### config.mk
export PLATFORM = sky130hd
export DESIGN_NAME = clk_divider_bank
export DESIGN_NICKNAME = d
export VERILOG_FILES = /design/src/rtl/clk_divider_bank.sv
export SDC_FILE = /design/constraint.sdc
export NUM_CORES = 1
export LEC_CHECK = 0
export ABC_AREA = 0
export ABC_CLOCK_PERIOD_IN_PS = 6400
export BUFFER_PORTS_ARGS = -buffer_cell sky130_fd_sc_hd__clkbuf_2
export CORE_ASPECT_RATIO = 1.1
export CORE_MARGIN = 1
export CORE_UTILIZATION = 60
export CTS_CLUSTER_DIAMETER = 150
export DETAILED_ROUTE_END_ITERATION = 7
export PLACE_DENSITY = 0.81
export SLEW_MARGIN = 20
export SYNTH_ARGS = -nofsm -noshare
export SYNTH_HDL_FRONTEND = slang
export SYNTH_SLANG_ARGS = --single-unit
### constraint.sdc
create_clock -name clk -period 6.4 [get_ports clk]
set_input_delay 0.32 -clock clk [delete_from_list [all_inputs] [get_ports clk]]
set_output_delay 0.32 -clock clk [all_outputs]
set_load 0.05 [all_outputs]
### src/rtl/clk_divider_bank.sv
// Bank of independent runtime-programmable clock dividers sharing one system clock.
// Each channel emits a registered square wave and a last-cycle-of-period tick strobe.
module clk_divider_bank #(
  parameter int CHANNELS    = 3,
  parameter int WIDTH       = 26,
  parameter int DEFAULT_DIV = 50000000
) (
  input  logic                                          clk,
  input  logic                                          rst_n,
  input  logic [CHANNELS-1:0]                           en,
  input  logic                                          sync,
  input  logic                                          cfg_we,
  input  logic [((CHANNELS > 1) ? $clog2(CHANNELS) : 1)-1:0] cfg_sel,
  input  logic [WIDTH-1:0]                              cfg_div,
  output logic [CHANNELS-1:0]                           wave,
  output logic [CHANNELS-1:0]                           tick
);

  localparam int SELW = (CHANNELS > 1) ? $clog2(CHANNELS) : 1;
  localparam logic [WIDTH-1:0] DEF_DIV = WIDTH'(DEFAULT_DIV);

  generate
    for (genvar gi = 0; gi < CHANNELS; gi++) begin : g_ch
      logic [WIDTH-1:0] shd_reg;
      logic [WIDTH-1:0] act_reg;
      logic [WIDTH-1:0] cnt_reg;
      logic             wave_reg;
      logic             tick_reg;

      logic             wr_hit;
      logic             act_zero;
      logic             at_wrap;
      logic             high_phase;
      logic             restart;
      logic [WIDTH-1:0] load_div;
      logic [WIDTH-1:0] cnt_next;
      logic [WIDTH:0]   half_act;

      // Out-of-range selects never match any channel index, so they are dropped.
      assign wr_hit     = cfg_we && (cfg_sel == SELW'(gi));
      assign act_zero   = (act_reg == '0);
      assign at_wrap    = !act_zero && (cnt_reg == act_reg - WIDTH'(1));
      assign half_act   = ({1'b0, act_reg} + (WIDTH+1)'(1)) >> 1;
      assign high_phase = ({1'b0, cnt_reg} < half_act);
      assign cnt_next   = at_wrap ? '0 : cnt_reg + WIDTH'(1);

      // A write landing on a divisor load goes straight into act.
      assign load_div   = wr_hit ? cfg_div : shd_reg;

      // Disable, sync and halted channels all park at phase 0 with outputs low.
      assign restart    = !en[gi] || sync || act_zero;

      always_ff @(posedge clk) begin
        if (!rst_n) begin
          shd_reg  <= DEF_DIV;
          act_reg  <= DEF_DIV;
          cnt_reg  <= '0;
          wave_reg <= 1'b0;
          tick_reg <= 1'b0;
        end else begin
          if (wr_hit) begin
            shd_reg <= cfg_div;
          end
          if (restart) begin
            cnt_reg  <= '0;
            wave_reg <= 1'b0;
            tick_reg <= 1'b0;
            act_reg  <= load_div;
          end else begin
            cnt_reg  <= cnt_next;
            wave_reg <= high_phase;
            tick_reg <= at_wrap;
            if (at_wrap) begin
              act_reg <= load_div;
            end
          end
        end
      end

      assign wave[gi] = wave_reg;
      assign tick[gi] = tick_reg;
    end
  endgenerate

endmodule

==> summary.md, run 1 <==
| Metric | Value |
|---|---|
| Run status | completed |
| Type of the worst setup path | flop to flop |
| Most used cells in the layout excluding fill and tap cells | sky130_fd_sc_hd__dfxtp_1, sky130_fd_sc_hd__nand2_1, sky130_fd_sc_hd__nor2_1 |
| Core Region | 24500 um2 |
| Critical-path cell list | inv_1, ha_1, nor3b_1, nand3_1, or3_1, a21o_1, nor4_1, a31oi_4, buf_4, nand2_1, buf_4, a22o_1 |
| Final WS setup | 2320 ps |
| Slew @ Worst Pin | 1150 ps |
| CP max-delay cell | sky130_fd_sc_hd__nor3b_1 |
| Largest net degree at the start of global routing | 87 |
| Total overflow reported by the global router | 0 |
| Post-synth cell types | 74 |
| Total via count after detailed routing | 12600 |
| Register clock-pin slew on the reported worst setup and hold paths | 60 ps |
| Power per cell area | 225 nW/um2 |
| Crit path capture type | flop |
| Static power due to leakage | 6.29 nW |
| GP Congestion | 0.958 |
| Via-per-instance ratio | 6.08 |
| Area share of the largest cell type after synthesis | 32.0% |
| Highest cell delay on the worst timing path | 730 ps |
| Sum Neg Setup Slack | 0 ps |
| Max Root-Sink Buffers | 3 |
| Number of hold violations in the final report | 0 |
| Share of the yosys chip area belonging to registers | 32.0% |
| WHS | 86.2 ps |
| Number of DRC violations after detailed-routing iteration 0 | 819 |
| Fmax | 0.245 GHz |
| Layout overhead on the synthesized area | 6.66% |
| Number of slew-limit violations in the final report | 0 |
| HPWL reported at the end of detailed placement | 26900 um |
| Unrepaired setup endpoints after global routing | no |
| Reg2Reg Launch Point | g_ch[1].act_reg[0] |
| Post-synthesis register bit count | 240 |
| R2R depth | 12 |
| Arr. time, crit path | 4570 ps |
| Hold Crit Endpoint | g_ch[2].shd_reg[3] |
| Share of synthesized registers carrying an async set or reset | 0% |
| Post-route antenna net violation count | 0 |
| Count of warnings emitted by yosys | 0 |
| Syn Area/Cell | 8.32 um2 |
| Total of cells resized after clock tree synthesis | 0 |
| Fraction of layout instances using a drive strength above 1 | 7.70% |
| Root buf cell | sky130_fd_sc_hd__clkbuf_16 |
| First-pass GRT wire length | 59000 um |
| Capture instance of the worst register-to-register path | g_ch[1].act_reg[20] |
| Kind of cell with the highest combined delay on the critical path | simple AND/OR/NAND/NOR gates |
| Proportion of power drawn by combinational gates | 10.5% |
| Number of flops mapped to enable cells by yosys | 0 |
| Cell taking the most area after synthesis | sky130_fd_sc_hd__dfxtp_1 |
| Mapped Nets | 1924 |
| Crit path required time | 6880 ps |
| Total power | 3.59 mW |
| Area of the mapped netlist | 15000 um2 |
| Crit-path max FO | 42 |
| Layout net count | 1869 |
| Number of top-level pins | 41 |
| Share of power burned in registers | 45.1% |
| Count of input and output buffers | 40 |
| Number of antenna repair diodes | 0 |
| Startpoint kind of the worst setup timing path | flop |
| Row count | 60 |
| Post-CTS setup buffer count | 0 |
| Number of antenna violations at the first check in global routing | 0 |
| Synth area leaders | sky130_fd_sc_hd__dfxtp_1, sky130_fd_sc_hd__xnor2_1, sky130_fd_sc_hd__ha_1 |
| Count of unresolved DRC violations after routing | 0 |
| Internal power | 2.67 mW |
| Inserted Clock Buffers | 26 |
| Minimum clock period | 4080 ps |
| Width of the die | 153 um |
| Clock insertion delay at the later pin of the skew report | 540 ps |
| Height of the chip | 168 um |
| Length of the first detailed-routing pass in iterations | 7 |
| CTS tree | yes |
| H-Tree Depth | 1 |
| Vias in the first global route | 11900 |
| Detailed-route wire length per cell | 17.3 um |
| WHS Path Cells | 3 |
| Largest voltage drop on the vdd net | 0.193 mV |
| Worst path bufs/invs | 3 |
| CTS hold repair buffers | 0 |
| Worst rel slew slack | 22.9% |
| Max-cap violations | 0 |
| Total of endpoints with negative setup slack in the final report | 0 |
| Switching pwr | 0.918 mW |
| Pre-CTS setup slack | 2330 ps |
| Leading cell type in the layout, fill and taps excluded | sky130_fd_sc_hd__dfxtp_1 |
| Startpoint of the tightest hold check path | cfg_div[3] |
| Type of the most critical hold path | primary input to flop |
| Register-to-Register Setup Slack | 2320 ps |
| Die Outline Area | 25600 um2 |
| Post-detailed-routing wire length | 35900 um |
| Post-Route Skew | 12.9 ps |
| Instance count of the mapped netlist | 1802 |
| Initial core utilization | 61.3% |
| Clock Power Share | 44.5% |
| Cell repeated most along the worst path | sky130_fd_sc_hd__buf_4 |
| Number of sinks on the clock net | 240 |
| Dominant register cell in the synthesized netlist | sky130_fd_sc_hd__dfxtp_1 |
| Switching share of power | 25.5% |
| GRT Overall Usage | 27.8% |
| Part of the cycle the worst path needs | 63.8% |
## logic make-up after synthesis
group	after synthesis	share of synthesized area, %
simple gates	737	25.2
compound gates	286	14.0
flops	240	32.0
fa+ha+maj	87	7.26
buf+inv	178	5.12
mux	29	1.95
xor+xnor	245	14.4
## per-stage QoR
stage	util, %	instances	cell area [um2]
after floorplan	-	1802	15000
after CTS	65.3	2076	16000
after global placement	61.6	2029	15100
after detailed placement	61.6	2029	15100
final	65.3	2076	16000
after global routing	65.3	2076	16000
## worst max path at each step
| stage | end | depth (start not counted) | start | slack [ps] |
|---|---|---|---|---|
| final | g_ch[1].act_reg[20] | 12 | g_ch[1].act_reg[0] | 2320 |
| after global routing | g_ch[1].act_reg[23] | 12 | g_ch[1].act_reg[0] | 1990 |
| after CTS | g_ch[1].act_reg[23] | 12 | g_ch[1].act_reg[0] | 2320 |
| after detailed placement | g_ch[1].act_reg[20] | 12 | g_ch[1].act_reg[0] | 2330 |
| after global placement | g_ch[1].act_reg[19] | 12 | g_ch[1].act_reg[0] | 2410 |
| after floorplan | g_ch[2].wave_reg | 16 | g_ch[2].act_reg[2] | 3000 |
## area by class of cell
| type | count | area, um2 |
|---|---|---|
| Fill cell | 1994 | 8480 |
| Inverter | 48 | 180 |
| Clock buffer | 37 | 742 |
| Clock inverter | 10 | 173 |
| Sequential cell | 240 | 4800 |
| Tap cell | 310 | 388 |
| Timing Repair Buffer | 47 | 255 |
| Multi-Input combinational cell | 1384 | 9450 |
## power by group through the flow
stage | clock, mW | sequential, mW | combinational (mW)
CTS | 1.62 | 1.62 | 0.372
global route | 1.69 | 1.63 | 0.412
global placement | 0 | 1.65 | 0.363
finish | 1.60 | 1.62 | 0.376
detailed placement | 0 | 1.65 | 0.369
floorplan | 0 | 1.60 | 0.327
## worst reg2reg max path, delay by kind of cell (launching register included)
family | cells | cell delay, ps
AO/OA/AOI/OAI | 3 | 500
adder cells (fa/ha/maj) | 1 | 200
buffers and inverters | 3 | 810
flip-flops | 1 | 390
AND/OR/NAND/NOR | 5 | 2140
## Yosys cell counts (14+ instances only)
cell type                  count
sky130_fd_sc_hd__dfxtp_1     240
sky130_fd_sc_hd__nand2_1     201
sky130_fd_sc_hd__nor2_1      146
sky130_fd_sc_hd__xnor2_1     145
sky130_fd_sc_hd__xor2_1       99
sky130_fd_sc_hd__nand3_1      98
sky130_fd_sc_hd__clkbuf_1     93
sky130_fd_sc_hd__ha_1         87
sky130_fd_sc_hd__a21oi_1      62
sky130_fd_sc_hd__nand4_1      55
sky130_fd_sc_hd__and3_1       50
sky130_fd_sc_hd__inv_1        48
sky130_fd_sc_hd__a21o_1       39
sky130_fd_sc_hd__a21boi_0     29
sky130_fd_sc_hd__mux2i_1      27
sky130_fd_sc_hd__nor3_1       26
sky130_fd_sc_hd__nor4_1       23
sky130_fd_sc_hd__nor2b_1      22
sky130_fd_sc_hd__o21ai_0      20
sky130_fd_sc_hd__and2_1       16
sky130_fd_sc_hd__buf_2        16
sky130_fd_sc_hd__a21bo_2      15
sky130_fd_sc_hd__o32a_1       15
sky130_fd_sc_hd__or4_1        14
## layer usage
metal | share of wire, % | global-route usage (%) | up-vias
li1 | - | - | 6234
met1 | 44 | 37.0 | 5945
met2 | 47 | 47.2 | 379
met3 | 6.0 | 3.11 | 70
met4 | 2.4 | 8.83 | 0
met5 | 0 | 0 | -
Power figures use the tool's default switching activity.
==> run 2: changes to the inputs <==
- ABC_CLOCK_PERIOD_IN_PS: 6400 -> 3340
- CORE_UTILIZATION: 60 -> 57
- clock period: 6.4 -> 3.34 ns (I/O delays scaled with it)
==> run 2 against run 1 <==
  * Via count rose by 3.0%
  * Hold slack lost 72 ps
  * Worst setup slack got worse by 2200 ps
  * Die area increased by 5.2%
  * Utilization up 1.0 points
  * Fmax is 26% higher
  * Flip-flop and latch count stayed put
  * Critical path depth is 3 higher
  * Combinational power rose by 140%
  * Sequential power grew 88%
  * Critical path type unchanged
  * Largest cell class unchanged
  * Largest power group unchanged
==> summary.md, run 2 (same netlist as run 1, synthesis figures left out) <==
| Metric | Value |
|---|---|
| Clock insertion delay at the later pin of the skew report | 550 ps (was 540 ps) |
| Area of placed instances | 15800 um2 (was 15100 um2) |
| Inserted Clock Buffers | 26 (unchanged) |
| WHS | 14.7 ps (was 86.2 ps) |
| Count of input and output buffers | 40 (unchanged) |
| Via-per-instance ratio | 5.88 (was 6.08) |
| Max-cap violations | 0 (unchanged) |
| Internal power | 5.00 mW (was 2.67 mW) |
| Switching pwr | 1.78 mW (was 0.918 mW) |
| Startpoint kind of the worst setup timing path | flop (unchanged) |
| Number of DRC violations after detailed-routing iteration 0 | 894 (was 819) |
| CTS tree | yes (unchanged) |
| CP max-delay cell | sky130_fd_sc_hd__dfxtp_2 (was sky130_fd_sc_hd__nor3b_1) |
| Minimum clock period | 3240 ps (was 4080 ps) |
| WHS Path Cells | 3 (unchanged) |
| Width of the die | 157 um (was 153 um) |
| Worst setup startpoint | g_ch[2].act_reg[1] (was g_ch[1].act_reg[0]) |
| Vias in the first global route | 12400 (was 11900) |
| Crit path capture type | flop (unchanged) |
| Crit-path max FO | 8 (was 42) |
| R2R depth | 15 (was 12) |
| Cell count after placement | 2138 (was 2029) |
| Length of the first detailed-routing pass in iterations | 5 (was 7) |
| Total overflow reported by the global router | 0 (unchanged) |
| Number of antenna violations at the first check in global routing | 1 (was 0) |
| Register clock-pin slew on the reported worst setup and hold paths | 60 ps (about the same) |
| Fraction of layout instances using a drive strength above 1 | 12.8% (was 7.70%) |
| Proportion of power drawn by combinational gates | 13.1% (was 10.5%) |
| Part of the cycle the worst path needs | 97.1% (was 63.8%) |
| Layout net count | 1969 (was 1869) |
| Crit path required time | 3830 ps (was 6880 ps) |
| Fmax | 0.308 GHz (was 0.245 GHz) |
| Switching share of power | 26.3% (was 25.5%) |
| Final Instance Count excl. Fillers | 2212 (was 2076) |
| Post-Route Skew | 33.7 ps (was 12.9 ps) |
| Post-detailed-routing wire length | 37800 um (was 35900 um) |
| Post-route antenna net violation count | 0 (unchanged) |
| Reg2Reg Launch Point | g_ch[2].act_reg[1] (was g_ch[1].act_reg[0]) |
| Leading cell type in the layout, fill and taps excluded | sky130_fd_sc_hd__dfxtp_1 (unchanged) |
| Post-Layout Inst Area | 17000 um2 (was 16000 um2) |
| Startpoint of the tightest hold check path | cfg_div[24] (was cfg_div[3]) |
| Number of sinks on the clock net | 240 (unchanged) |
| Total of endpoints with negative setup slack in the final report | 0 (unchanged) |
| Most used cells in the layout excluding fill and tap cells | sky130_fd_sc_hd__dfxtp_1, sky130_fd_sc_hd__nand2_1, sky130_fd_sc_hd__xnor2_1 (was sky130_fd_sc_hd__dfxtp_1, sky130_fd_sc_hd__nand2_1, sky130_fd_sc_hd__nor2_1) |
| Met3 Use GR | 3.28% (was 3.11%) |
| Layout overhead on the synthesized area | 13.2% (was 6.66%) |
| Grt met2 use | 48.7% (was 47.2%) |
| Largest net degree at the start of global routing | 48 (was 87) |
| Max Root-Sink Buffers | 3 (unchanged) |
| Type of the most critical hold path | primary input to flop (unchanged) |
| Largest voltage drop on the vdd net | 0.374 mV (was 0.193 mV) |
| GP Congestion | 0.963 (was 0.958) |
| Row count | 61 (was 60) |
| Highest cell delay on the worst timing path | 390 ps (was 730 ps) |
| Initial core utilization | 58.6% (was 61.3%) |
| First-pass GRT wire length | 60800 um (was 59000 um) |
| Arr. time, crit path | 3730 ps (was 4570 ps) |
| Die Outline Area | 27000 um2 (was 25600 um2) |
| Number of slew-limit violations in the final report | 0 (unchanged) |
| Layout fillers | 2069 (was 1994) |
| Total via count after detailed routing | 13000 (was 12600) |
| Run status | completed (unchanged) |
| GRT Overall Usage | 27.8% (about the same) |
| Worst rel slew slack | 37.1% (was 22.9%) |
| HPWL reported at the end of detailed placement | 28100 um (was 26900 um) |
| Number of hold violations in the final report | 0 (unchanged) |
| Slew @ Worst Pin | 941 ps (was 1150 ps) |
| Critical-path cell list | ha_1, and3_1, nand3_1, nor2_1, nand3_1, xor2_1, ha_1, a21o_1, a21o_1, a21o_1, a21o_1, a21o_1, a21o_1, a211oi_1, o211a_1 (was inv_1, ha_1, nor3b_1, nand3_1, or3_1, a21o_1, nor4_1, a31oi_4, buf_4, nand2_1, buf_4, a22o_1) |
| Share of power burned in registers | 45.0% (was 45.1%) |
| Count of unresolved DRC violations after routing | 0 (unchanged) |
| Static power due to leakage | 6.80 nW (was 6.29 nW) |
| Root buf cell | sky130_fd_sc_hd__clkbuf_16 (unchanged) |
| H-Tree Depth | 1 (unchanged) |
| Clock Power Share | 42.0% (was 44.5%) |
| Number of top-level pins | 41 (unchanged) |
| Number of antenna repair diodes | 0 (unchanged) |
| Core Region | 25600 um2 (was 24500 um2) |
| Height of the chip | 172 um (was 168 um) |
| Type of the worst setup path | flop to flop (unchanged) |
| Met1 Resource Use GR | 35.2% (was 37.0%) |
| Power per cell area | 400 nW/um2 (was 225 nW/um2) |
| Total power | 6.78 mW (was 3.59 mW) |
| Cell repeated most along the worst path | sky130_fd_sc_hd__a21o_1 (was sky130_fd_sc_hd__buf_4) |
| Detailed-route wire length per cell | 17.1 um (was 17.3 um) |
| Busiest layer in global routing | met2 (unchanged) |
==> run 2: cell count changes in the layout (fill, tap and decap cells not counted), moves of 4 or more <==
cell                            before  now
sky130_fd_sc_hd__buf_4               8   75
sky130_fd_sc_hd__dfxtp_1           240  235
sky130_fd_sc_hd__clkinv_2            2    8
sky130_fd_sc_hd__buf_12              0    7
sky130_fd_sc_hd__nor2_1            146  142
sky130_fd_sc_hd__dfxtp_2             0    5
sky130_fd_sc_hd__nor2_2              0    4
sky130_fd_sc_hd__dlygate4sd3_1       0   26
==> run 2: worst paths after layout <==
path	endpoint	slack (ps)
max	g_ch[2].wave_reg	100
min reg2reg	g_ch[1].shd_reg[7]	470
min	g_ch[1].shd_reg[24]	10
max reg2reg	g_ch[2].wave_reg	100
==> run 2: cell type report <==
| type | count | area [um2] | share of cell area (%) |
|---|---|---|---|
| Timing Repair Buffer | 147 | 1160 | 6.83 |
| Tap cell | 346 | 433 | 2.55 |
| Clock inverter | 14 | 140 | 0.826 |
| Multi-Input combinational cell | 1384 | 9540 | 56.2 |
| Clock buffer | 33 | 707 | 4.17 |
| Sequential cell | 240 | 4810 | 28.4 |
| Inverter | 48 | 180 | 1.06 |
==> run 2: critical path: cells and delay by family, from the launching register on <==
family          cells  cell delay, ps
fa+ha+maj           2             520
flops               1             390
xor+xnor            1             180
compound gates      8            1480
simple gates        4             630
==> run 2: per-layer routing <==
layer  vias to the layer above  share of wire (%)
met3                        66                5.0
met1                      6209                 44
met2                       308                 48
met5                         -              0.029
met4                         2                2.7
li1                       6419                  -
==> run 2: repair_timing <==
action,CTS,global route
hold buffers,26,0
endpoints found under the hold margin,56,0
buffers inserted,0,1
endpoints found under the setup margin,0,99
resized for setup,0,31
==> run 2: through the flow <==
| stage | setup slack [ps] | setup TNS, ps | utilization [%] |
|---|---|---|---|
| final | 98.0 | 0 | 66.4 |
| after global routing | -29.6 | -29.6 | 66.4 |
| after CTS | 43.7 | 0 | 66.0 |
| after detailed placement | 69.6 | 0 | 61.6 |
| after global placement | 136 | 0 | 61.6 |
| after floorplan | 3.15 | 0 | - |
==> run 2: power groups by stage <==
stage          combinational [mW]  sequential [mW]  clock, mW
6_report                    0.886             3.05       2.85
5_1_grt                     0.964             3.06       3.00
2_1_floorplan               0.627             3.06          0
4_1_cts                     0.871             3.05       2.88
3_3_place_gp                0.821             3.10          0
3_5_place_dp                0.840             3.11          0
==> run 3: changes to the inputs <==
- CELL_PAD_IN_SITES_DETAIL_PLACEMENT: unset -> 1
- CELL_PAD_IN_SITES_GLOBAL_PLACEMENT: unset -> 2
- CORE_UTILIZATION: 57 -> 35
- PLACE_DENSITY: 0.81 -> 0.8
- RECOVER_POWER: unset -> 25
- REMOVE_ABC_BUFFERS: unset -> 1
==> run 3 against run 2 <==
  * The run now ends with capacitance limit, slew limit left
  * Critical path depth down 4
  * Design area up 4.0%
  * Final cell count up 11%
  * Combinational power up 6.5%
  * Flip-flop and latch count unchanged
  * Register-to-register slack about the same
  * Utilization down 25 points
  * Critical endpoint is now g_ch[2].act_reg[7]
==> summary.md, run 3 (same netlist as run 1, synthesis figures left out) <==
| Metric | Value |
|---|---|
| Number of antenna violations at the first check in global routing | 0 (was 1) |
| Initial core utilization | 35.4% (was 58.6%) |
| Worst rel slew slack | -34.3% (was 37.1%) |
| Number of top-level pins | 41 (unchanged) |
| Detailed-route wire length per cell | 18.6 um (was 17.1 um) |
| Hold Crit Endpoint | g_ch[2].shd_reg[9] (was g_ch[1].shd_reg[24]) |
| Static power due to leakage | 6.99 nW (was 6.80 nW) |
| First-pass GRT wire length | 73400 um (was 60800 um) |
| Utilization after layout | 41.7% (was 66.4%) |
| Largest voltage drop on the vdd net | 0.405 mV (was 0.374 mV) |
| Layout net count | 1993 (was 1969) |
| Most used cells in the layout excluding fill and tap cells | sky130_fd_sc_hd__dfxtp_1, sky130_fd_sc_hd__nand2_1, sky130_fd_sc_hd__xnor2_1 (unchanged) |
| Count of unresolved DRC violations after routing | 0 (unchanged) |
| Number of sinks on the clock net | 240 (unchanged) |
| Fraction of layout instances using a drive strength above 1 | 13.8% (was 12.8%) |
| Count of input and output buffers | 40 (unchanged) |
| Row count | 79 (was 61) |
| Clock insertion delay at the later pin of the skew report | 580 ps (was 550 ps) |
| Minimum clock period | 3230 ps (was 3240 ps) |
| Post-route antenna net violation count | 0 (unchanged) |
| Slew @ Worst Pin | 2010 ps (was 941 ps) |
| Violated checks | capacitance limit, slew limit |
| Reg2Reg Launch Point | g_ch[2].act_reg[0] (was g_ch[2].act_reg[1]) |
| Register clock-pin slew on the reported worst setup and hold paths | 60 ps (about the same) |
| Startpoint of the tightest hold check path | cfg_div[9] (was cfg_div[24]) |
| Total overflow reported by the global router | 0 (unchanged) |
| Crit path capture type | flop (unchanged) |
| CTS tree | yes (unchanged) |
| HPWL reported at the end of detailed placement | 35100 um (was 28100 um) |
| Crit path required time | 3810 ps (was 3830 ps) |
| Number of slew-limit violations in the final report | 27 (was 0) |
| Total via count after detailed routing | 13200 (was 13000) |
| Arr. time, crit path | 3710 ps (was 3730 ps) |
| Layout fillers | 5067 (was 2069) |
| WHS | 34.4 ps (was 14.7 ps) |
| Fmax | 0.309 GHz (was 0.308 GHz) |
| WHS Path Cells | 3 (unchanged) |
| Layout overhead on the synthesized area | 17.6% (was 13.2%) |
| Largest net degree at the start of global routing | 49 (was 48) |
| Type of the most critical hold path | primary input to flop (unchanged) |
| Number of hold violations in the final report | 0 (unchanged) |
| Total of endpoints with negative setup slack in the final report | 0 (unchanged) |
| Inserted Clock Buffers | 29 (was 26) |
| Power per cell area | 427 nW/um2 (was 400 nW/um2) |
| Post-Route Skew | 22.3 ps (was 33.7 ps) |
| Via-per-instance ratio | 5.37 (was 5.88) |
| Post-detailed-routing wire length | 45900 um (was 37800 um) |
| Startpoint kind of the worst setup timing path | flop (unchanged) |
| Pre-CTS setup slack | -46.4 ps (was 69.6 ps) |
| Width of the die | 199 um (was 157 um) |
| Run status | finished, violations left (was completed) |
| H-Tree Depth | 1 (unchanged) |
| GRT Overall Usage | 21.0% (was 27.8%) |
| Post-CTS setup buffer count | 0 (unchanged) |
| Final WS setup | 107 ps (was 98.0 ps) |
| Leading cell type in the layout, fill and taps excluded | sky130_fd_sc_hd__dfxtp_1 (unchanged) |
| Crit-path max FO | 12 (was 8) |
| Unrepaired setup endpoints after global routing | yes |
| Height of the chip | 219 um (was 172 um) |
| Max Root-Sink Buffers | 3 (unchanged) |
| Part of the cycle the worst path needs | 96.8% (was 97.1%) |
| Core Region | 42300 um2 (was 25600 um2) |
| R2R depth | 11 (was 15) |
| Type of the worst setup path | flop to flop (unchanged) |
| Capture instance of the worst register-to-register path | g_ch[2].act_reg[7] (was g_ch[2].wave_reg) |
| Root buf cell | sky130_fd_sc_hd__clkbuf_16 (unchanged) |
| GP Congestion | 0.878 (was 0.963) |
| Number of DRC violations after detailed-routing iteration 0 | 477 (was 894) |
| Register-to-Register Setup Slack | 110 ps (was 100 ps) |
| Total power | 7.53 mW (was 6.78 mW) |
| Vias in the first global route | 13700 (was 12400) |
| Number of antenna repair diodes | 0 (unchanged) |
| Die Outline Area | 43700 um2 (was 27000 um2) |
| Length of the first detailed-routing pass in iterations | 4 (was 5) |
| Max-cap violations | 1 (was 0) |
run 3: what timing repair did:
item	CTS	global route
hold buffers	23	0
pin swaps	1	0
endpoints found under the setup margin	1	119
gates resized for setup	2	35
endpoints found under the hold margin	48	0
run 3: area by class of cell:
cell class                      count  area, um2  share of cell area, %
Sequential cell                   240       4810                   27.3
Tap cell                          567        709                   4.02
Inverter                           48        180                   1.02
Clock inverter                     15        275                   1.56
Multi-Input combinational cell   1384       9580                   54.3
Clock buffer                       38        800                   4.53
Timing Repair Buffer              168       1280                   7.24
run 3: how the worst max path moves through the flow:
| stage | depth (start not counted) | start | end |
|---|---|---|---|
| CTS | 11 | g_ch[2].act_reg[0] | g_ch[2].act_reg[15] |
| global route | 14 | g_ch[1].act_reg[7] | g_ch[1].wave_reg |
| detailed placement | 16 | g_ch[1].act_reg[0] | g_ch[1].wave_reg |
| finish | 11 | g_ch[2].act_reg[0] | g_ch[2].act_reg[7] |
| global placement | 16 | g_ch[1].act_reg[0] | g_ch[1].wave_reg |
| floorplan | 10 | g_ch[1].act_reg[0] | g_ch[1].act_reg[12] |
run 3: routing by layer:
metal | wire length [um] | track usage, % | vias to the layer above
li1 | - | - | 6447
met1 | 20700 | 26.4 | 6493
met2 | 22500 | 37.3 | 183
met3 | 1480 | 2.29 | 79
met4 | 1200 | 6.64 | 0
met5 | 0 | 0 | -
run 3: critical path, cell delays in order, from the launching register on:
cell and delay (ps):
sky130_fd_sc_hd__dfxtp_1 330, sky130_fd_sc_hd__buf_4 160, sky130_fd_sc_hd__inv_1 80, sky130_fd_sc_hd__ha_1 220, sky130_fd_sc_hd__or3b_2 540, sky130_fd_sc_hd__or3_1 410
sky130_fd_sc_hd__mux2_2 300, sky130_fd_sc_hd__o31ai_2 300, sky130_fd_sc_hd__o21a_2 260, sky130_fd_sc_hd__nand2_1 70, sky130_fd_sc_hd__buf_4 190, sky130_fd_sc_hd__a32o_1 270
run 3: stage by stage:
stage | std cells | cell area, um2 | setup TNS, ps
final | 2460 | 17600 | 0
after global routing | 2460 | 17600 | -87.4
after CTS | 2460 | 17500 | 0
after detailed placement | 2384 | 16200 | -46.4
after global placement | 2384 | 16200 | 0
after floorplan | 1672 | 14400 | -90880
run 3: power by group:
part           total [mW]  switching [mW]  internal, mW
sequential           3.05          0.0870          2.96
clock                3.54            1.31          2.23
combinational       0.944           0.544         0.400
total                7.53            1.94          5.59
